**src/rtl/layer_seq.sv**
```systemverilog
// layer_seq: time-multiplexed fully-connected layer.
// LANES neurons are computed in parallel per group; operands stream in one
// input index per beat, results stream out one group at a time with bias,
// fixed-point rescaling, saturation and optional ReLU applied.
module layer_seq #(
    parameter int WORD_SIZE   = 16,
    parameter int NUM_INPUTS  = 8,
    parameter int NUM_NEURONS = 8,
    parameter int LANES       = 4,
    parameter int FRAC_BITS   = 8,
    parameter int ACC_WIDTH   = 2*WORD_SIZE + $clog2(NUM_INPUTS) + 1,
    localparam int GROUPS     = NUM_NEURONS / LANES,
    localparam int GW         = (GROUPS > 1) ? $clog2(GROUPS) : 1
) (
    input  logic                         clk_i,
    input  logic                         rst_i,
    input  logic                         start_i,
    input  logic                         relu_en_i,
    output logic                         busy_o,
    input  logic                         in_valid_i,
    output logic                         in_ready_o,
    input  logic [WORD_SIZE-1:0]         x_i,
    input  logic [LANES*WORD_SIZE-1:0]   w_i,
    input  logic [LANES*WORD_SIZE-1:0]   bias_i,
    output logic                         res_valid_o,
    input  logic                         res_ready_i,
    output logic [LANES*WORD_SIZE-1:0]   res_o,
    output logic [GW-1:0]                res_group_o,
    output logic                         done_o
);

    localparam int KW = (NUM_INPUTS > 1) ? $clog2(NUM_INPUTS) : 1;
    localparam logic [KW-1:0] K_LAST = KW'(NUM_INPUTS - 1);
    localparam logic [GW-1:0] G_LAST = GW'(GROUPS - 1);

    // Saturation bounds of the result word, expressed at accumulator width.
    localparam logic signed [ACC_WIDTH-1:0] SAT_MAX =
        {{(ACC_WIDTH-WORD_SIZE+1){1'b0}}, {(WORD_SIZE-1){1'b1}}};
    localparam logic signed [ACC_WIDTH-1:0] SAT_MIN =
        {{(ACC_WIDTH-WORD_SIZE+1){1'b1}}, {(WORD_SIZE-1){1'b0}}};

    typedef enum logic [2:0] {
        IDLE  = 3'd0,
        ACCUM = 3'd1,
        SCALE = 3'd2,
        OUT   = 3'd3,
        DONE  = 3'd4
    } state_t;

    state_t state_q, state_d;

    logic [KW-1:0]                  k_q;
    logic [GW-1:0]                  g_q;
    logic                           relu_q;
    logic [LANES*WORD_SIZE-1:0]     res_q;
    logic [GW-1:0]                  res_group_q;
    logic signed [ACC_WIDTH-1:0]    acc_q    [LANES];
    logic signed [ACC_WIDTH-1:0]    prod     [LANES];
    logic signed [ACC_WIDTH-1:0]    bias_ext [LANES];

    // Rescale one accumulator to the Q format: floor shift, clamp, optional ReLU.
    function automatic logic [WORD_SIZE-1:0] scale_lane(
        input logic signed [ACC_WIDTH-1:0] acc,
        input logic                        relu
    );
        logic signed [ACC_WIDTH-1:0] s;
        logic [WORD_SIZE-1:0]        r;
        s = acc >>> FRAC_BITS;
        if (s > SAT_MAX)
            r = SAT_MAX[WORD_SIZE-1:0];
        else if (s < SAT_MIN)
            r = SAT_MIN[WORD_SIZE-1:0];
        else
            r = s[WORD_SIZE-1:0];
        if (relu && s[ACC_WIDTH-1])
            r = '0;
        return r;
    endfunction

    // Per-lane full-precision product and bias aligned to the accumulator's binary point.
    always_comb begin
        for (int l = 0; l < LANES; l++) begin
            prod[l]     = ACC_WIDTH'($signed(w_i[l*WORD_SIZE +: WORD_SIZE]))
                        * ACC_WIDTH'($signed(x_i));
            bias_ext[l] = ACC_WIDTH'($signed(bias_i[l*WORD_SIZE +: WORD_SIZE])) <<< FRAC_BITS;
        end
    end

    // State register.
    // NOTE: sequential state is always updated with <= so every flop samples pre-edge values.
    always_ff @(posedge clk_i or posedge rst_i) begin
        if (rst_i)
            state_q <= IDLE;
        else
            state_q <= state_d;
    end

    // Next-state decode and handshake/status outputs.
    // NOTE: every signal assigned here gets a default first, so no path can infer a latch.
    always_comb begin
        state_d     = state_q;
        busy_o      = 1'b1;
        in_ready_o  = 1'b0;
        res_valid_o = 1'b0;
        done_o      = 1'b0;
        case (state_q)
            IDLE: begin
                busy_o = 1'b0;
                if (start_i)
                    state_d = ACCUM;
            end
            ACCUM: begin
                in_ready_o = 1'b1;
                if (in_valid_i && k_q == K_LAST)
                    state_d = SCALE;
            end
            SCALE: begin
                state_d = OUT;
            end
            OUT: begin
                res_valid_o = 1'b1;
                if (res_ready_i)
                    state_d = (g_q == G_LAST) ? DONE : ACCUM;
            end
            DONE: begin
                done_o  = 1'b1;
                state_d = IDLE;
            end
            default: begin
                state_d = IDLE;
            end
        endcase
    end

    // Datapath: counters, accumulators, relu flag and the result registers.
    // NOTE: the accumulator array is only LANES registers deep, so it is reset with the rest of the state.
    always_ff @(posedge clk_i or posedge rst_i) begin
        if (rst_i) begin
            k_q         <= '0;
            g_q         <= '0;
            relu_q      <= 1'b0;
            res_q       <= '0;
            res_group_q <= '0;
            for (int l = 0; l < LANES; l++)
                acc_q[l] <= '0;
        end else begin
            case (state_q)
                IDLE: begin
                    if (start_i) begin
                        relu_q <= relu_en_i;
                        g_q    <= '0;
                        k_q    <= '0;
                    end
                end
                ACCUM: begin
                    if (in_valid_i) begin
                        for (int l = 0; l < LANES; l++)
                            acc_q[l] <= ((k_q == '0) ? bias_ext[l] : acc_q[l]) + prod[l];
                        k_q <= (k_q == K_LAST) ? '0 : k_q + 1'b1;
                    end
                end
                SCALE: begin
                    for (int l = 0; l < LANES; l++)
                        res_q[l*WORD_SIZE +: WORD_SIZE] <= scale_lane(acc_q[l], relu_q);
                    res_group_q <= g_q;
                end
                OUT: begin
                    if (res_ready_i && g_q != G_LAST) begin
                        g_q <= g_q + 1'b1;
                        k_q <= '0;
                    end
                end
                default: begin
                end
            endcase
        end
    end

    assign res_o       = res_q;
    assign res_group_o = res_group_q;

endmodule

```
**config.mk**
```make
export PLATFORM = sky130hd
export DESIGN_NAME = layer_seq
export DESIGN_NICKNAME = d
export VERILOG_FILES = /design/src/rtl/layer_seq.sv
export SDC_FILE = /design/constraint.sdc
export NUM_CORES = 2
export LEC_CHECK = 0
export CORE_MARGIN = 2
export CORE_UTILIZATION = 45
export DETAILED_ROUTE_END_ITERATION = 10
export PLACE_DENSITY = 0.72
export SLEW_MARGIN = 20
export SYNTH_ARGS = -nofsm -noshare
export SYNTH_HDL_FRONTEND = slang
export SYNTH_SLANG_ARGS = --single-unit
```
**constraint.sdc**
```tcl
create_clock -name clk_i -period 8.15 [get_ports clk_i]
set_input_delay 1.2225 -clock clk_i [delete_from_list [all_inputs] [get_ports clk_i]]
set_output_delay 1.2225 -clock clk_i [all_outputs]
set_load 0.1 [all_outputs]
```
== Word-level counts from Yosys, hierarchy flattened ==
Index checks and enable logic that the tools add are counted.

* Output and inout port bits: 69
* Bits in registers: 217
* Bits in writable memories: 0
* Logic and storage cells: 87
* Bits in latches: 0
* Bits in read-only memories: 0
* Memories kept: 0

* Bitwise logic cells: 1
* Divide/modulo/power cells: 0
* Reduce and logical (&&, ||, !) cells: 15
* Order comparisons: 8
* $mul: 4
* Add/sub/neg operators: 6
* Equal/unequal tests: 10
* Shift operators: 0
* Muxes and demuxes: 33

{| class="wikitable"
|+ Operator list
! operator !! count
|-
| 2-to-1 mux 16 bit || 12
|-
| adder 36 x 32 -> 36 bit || 4
|-
| 2-to-1 mux 36 bit || 4
|-
| multiplier 16 x 16 -> 32 bit || 4
|-
| > comparator 28 x 16 -> 1 bit (second input constant) || 4
|-
| less-than comparator 28 x 16 -> 1 bit (second input constant) || 4
|-
| 2-to-1 mux 3 bit || 8
|-
| one-hot mux 3 bit (4 select lines) || 1
|-
| != test 2 bit (second input constant) || 5
|-
| one-hot mux 3 bit (3 select lines) || 1
|-
| == test 3 x 2 -> 1 bit (second input constant) || 2
|-
| == test 3 bit (second input constant) || 2
|-
| logical AND 1 bit || 6
|-
| zero test 3 bit || 2
|-
| 2-to-1 mux 1 bit || 6
|-
| AND reduction 3 bit || 2
|-
| AND reduction 2 bit || 2
|-
| AND reduction 4 bit || 1
|-
| adder 3 x 1 -> 3 bit (second input constant) || 1
|-
| == test 3 x 1 -> 1 bit (second input constant) || 1
|-
| nonzero test 3 bit || 1
|-
| one-hot mux 1 bit (2 select lines) || 1
|-
| nonzero test 2 bit || 1
|-
| adder 1 bit (second input constant) || 1
|-
| NOT 1 bit || 1
|}

== Longest topological paths before layout ==
* Depth in word-level cells: 4
* Gate-level depth with buffers: 28
* Mapped depth without buffers: 25

== Worst setup path before layout ==
Ideal clock, no wire load.

* Path kind: input-to-reg
* Start point: in x_i[1]
* End point: reg acc_q[143] (netlist bit)
* Stages on the path: 24
* Path buffers: 2
* Arrival time: 7.136 ns
* Setup slack: 0.885 ns
* Cells stage by stage: clkbuf_1 clkbuf_1 nand2_1 fa_1 inv_1 fa_1 inv_1 fa_1 inv_1 fa_1 fa_1 inv_1 fa_1 inv_1 ha_1 and3_4 nand3_1 or3_1 a211oi_2 nor3_4 a2111oi_4 o32ai_1 xnor2_1 o21ai_1

* Cells in the longest elaborated chain, start to end: 2

{| class="wikitable"
|+ RTL lines
! item !! line !! text
|-
| from (decl) || 22 || <nowiki>input logic [WORD_SIZE-1:0] x_i,</nowiki>
|-
| multiplier 16 x 16 -> 32 bit || 84 || <nowiki>* ACC_WIDTH'($signed(x_i));</nowiki>
|-
| adder 36 x 32 -> 36 bit || 158 || <nowiki>acc_q[l] <= ((k_q == '0) ? bias_ext[l] : acc_q[l]) + prod[l];</nowiki>
|-
| to (signal, indexed assignment) || 158 ||
|-
| to (decl) || 57 || <nowiki>logic signed [ACC_WIDTH-1:0] acc_q [LANES];</nowiki>
|}

No other way between the ends.
A chain may end at the register's enable or synchronous reset.

== Final worst setup path ==
* Start point: in w_i[14]
* End point: reg acc_q[143] (netlist bit)

* Cells in the longest elaborated chain, start to end: 2

{| class="wikitable"
|+ RTL lines
! item !! line !! text
|-
| from (decl) || 23 || <nowiki>input logic [LANES*WORD_SIZE-1:0] w_i,</nowiki>
|-
| multiplier 16 x 16 -> 32 bit || 84 ||
|-
| adder 36 x 32 -> 36 bit || 158 ||
|}

No other way between the ends.

==> impl_metrics.toml <==
[synth]
synth_seq_area_share = 0.09617
synth_top_family_by_area = "adder cells"
synth_compound_area_frac = 0.06450
syn_nets = 8153
synth_cells = 6316
yosys-top-cells-count = "1488 x inv_1, 1256 x fa_1, 1093 x nand2_1"
synth_most_common_cell = "inv_1"
synthSimpleGateAreaFrac = 0.1600
synthesis.area_sq_um = 56470
yosys.area_share.adder = 0.5408
synth_edf_count = 0
synthMuxAreaShare = 0.001285
synth_xor_area_frac = 0.02078
ys_types = 83
synthTopCellsByArea = "fa_1 45%, inv_1 9.9%, dfrtp_1 9.6%"
synth_area_per_cell_sq_um = 8.940
synth.yosys.warnings = 0
ys_seq_elements = 217
synth_top_area_cell = "fa_1"
synth_ff_type = "dfrtp_1"
async_flop_share = 1.000
synth_top_area_share = 0.4453

[die]
coreArea_sq_um = 124100
die_area_sq_um = 128300
ioPinCount = 219
start_util = 0.4549
die_h_um = 358.2
rows = 129
chipWidth_um = 358.2

[sta]
clock_skew_ps = 46.02
timing.final.crit_share = 0.9097
rsz0062_at_grt = "false"
slew_headroom = 0.2998
final-max-slew-violation-count = 0
fin_crit_ps = 7414
fin_tns_setup_ps = 0
setup_viol = 0
fmax_mhz = 134.9
final_hold_viol_count = 0
worst_slew_pin_slew_ps = 1047

[worst_hold_path]
hold_depth = 2
hold_path.class = "flop to flop"
min_to = "acc_q[1]"
hold_start = "acc_q[1]"

[setup_path]
timing.rr.end = "acc_q[26]"
arrival_ps = 7890
crit_fanout = 8
reg2reg_depth = 23
start_kind = "input port"
r2r_start = "k_q[0]"
cp-end-kind = "flop"
critical_path_required_ps = 8630
crit_type = "input port to flop"
rrSetupSlack_ps = 1150

[routing]
ant_nets = 0
via_count = 41636
firstDrtPassIters = 6
post_drt_wl_per_cell_um = 18.05
drt_first_iter_violations = 2498
wirelength_um = 146900
drc = 0
vias_per_cell = 5.115

[clocking]
numCtsBuffers = 31
clk_pin_slew_ps = 60
clkSinkCount = 217
clockBufferDepth = 3
cts-root-buf = "clkbuf_16"
cts_tree = "done"
clk_latency_ps = 650
cts_setup_buffers = 0
h-tree-depth = 1
cts_resized = 0
hold_buffers = 0

[placed_design]
io_buffers = 218
dp_hpwl_um = 122200
gp_congestion = 0.9126

[final_layout]
final_nets = 8315
drive_above_1_share = 0.04384
n_fill_cell = 11513
syn_to_final_growth_pct = 10.14

[global_route]
grt_max_degree = 141
grt_first_pass_wirelength_um = 244500
grt_use_total = 0.2403
grt_overflow = 0
antenna_found_initial = 18
first_global_vias = 45564

[job]
max_cap_viol_count = 0

[status]
outcome = "finished clean"
==> cell usage in the layout (no fill, tap or decap), drive strengths merged, types with 6 or more instances in the layout <==
cell / synthesis / layout
inv: 1488 / 1491
fa: 1256 / 1256
nand2: 1093 / 1093
and2: 508 / 508
ha: 431 / 431
dfrtp: 217 / 217
o21ai: 215 / 215
clkdlybuf4s50: 0 / 203
buf: 13 / 189
nor2: 176 / 176
a21oi: 112 / 112
xnor2: 83 / 83
a21o: 61 / 61
xor2: 51 / 51
clkbuf: 250 / 43
nand3: 34 / 34
nand2b: 25 / 25
nor3: 25 / 25
o21bai: 23 / 23
o21a: 23 / 23
a31oi: 21 / 21
and3: 16 / 16
o211ai: 16 / 16
o31ai: 16 / 16
nor4: 14 / 14
nand4: 13 / 13
a211oi: 13 / 13
or3: 12 / 12
nor2b: 11 / 11
or2: 7 / 7
nand4b: 7 / 7
a31o: 6 / 6
o41ai: 6 / 6
a2111oi: 6 / 6
clkinv: 0 / 6
==> worst max-delay path, cell delays in order <==
cell and delay, ps:
clkdlybuf4s50_1 810, buf_4 260, nand2_1 90, fa_1 550, inv_1 60, fa_1 510, fa_1 570, fa_1 430
fa_1 500, inv_1 50, fa_1 470, inv_1 40, ha_1 390, and3_1 220, nand4_1 170, or3_1 360
a211oi_2 330, nor3_4 100, a2111oi_4 350, o32ai_1 160, xnor2_1 150, o21ai_1 70
==> stage by stage <==
step                hold slack, ps  instances  cell area, sq um    util  worst slack, ps
global placement             448.6       8082             61200  0.4931            242.3
finish                       469.0       8140             62190  0.5011            735.7
detailed placement           454.6       8082             61200  0.4931            159.9
CTS                          468.9       8138             62190  0.5010            815.1
global route                 499.5       8140             62190  0.5011            441.7
floorplan                    437.4       6316             56470       -            885.3
==> area by class of cell <==
class	instances	area, sq um	area share
sequential	217	5430	0.08731
inverter	1488	5593	0.08993
multi-input combinational	4348	44500	0.7156
tap	1637	2048	0.03293
clock buffer	43	840.8	0.01352
antenna	2	5.005	0.00008047
timing repair buffer	392	3626	0.05830
clock inverter	13	146.4	0.002354
==> routing by layer <==
metal  wire [um]  part of all wire  vias to the layer above  global-route usage
li1            -                 -                    18991                   -
met1       64900              0.44                    21274              0.3404
met2       69750              0.47                     1189              0.3953
met3        9314             0.063                      166             0.03599
met4        2869             0.020                       16             0.04510
met5         101           0.00069                        -                   0
==> registers in the layout, indices dropped and copies added (netlist names) <==
register / cells
k_q: 3
res_o: 64
state_q: 3
acc_q: 144
g_q: 1
relu_q: 1
res_group_o: 1
==> cells by family after synthesis <==
| kind of cell | Yosys count |
|---|---|
| AND/OR/NAND/NOR | 1954 |
| buffers and inverters | 1751 |
| adder cells (fa/ha/maj) | 1687 |
| AO/OA/AOI/OAI | 566 |
| flip-flops | 217 |
| XOR/XNOR | 134 |
| multiplexers | 7 |
==> worst max-delay path by stage <==
| stage | startpoint | end | slack [ps] | cells past startpoint |
|---|---|---|---|---|
| after floorplan | x_i[1] | acc_q[143] | 890 | 24 |
| after global placement | w_i[47] | acc_q[71] | 240 | 24 |
| after detailed placement | w_i[14] | acc_q[143] | 160 | 22 |
| after CTS | w_i[14] | acc_q[143] | 820 | 22 |
| after global routing | x_i[3] | acc_q[71] | 440 | 23 |
| final | w_i[14] | acc_q[143] | 740 | 22 |
Power is not shown: default switching activity piles up to over one toggle a cycle in this logic, so the estimate is an artifact.
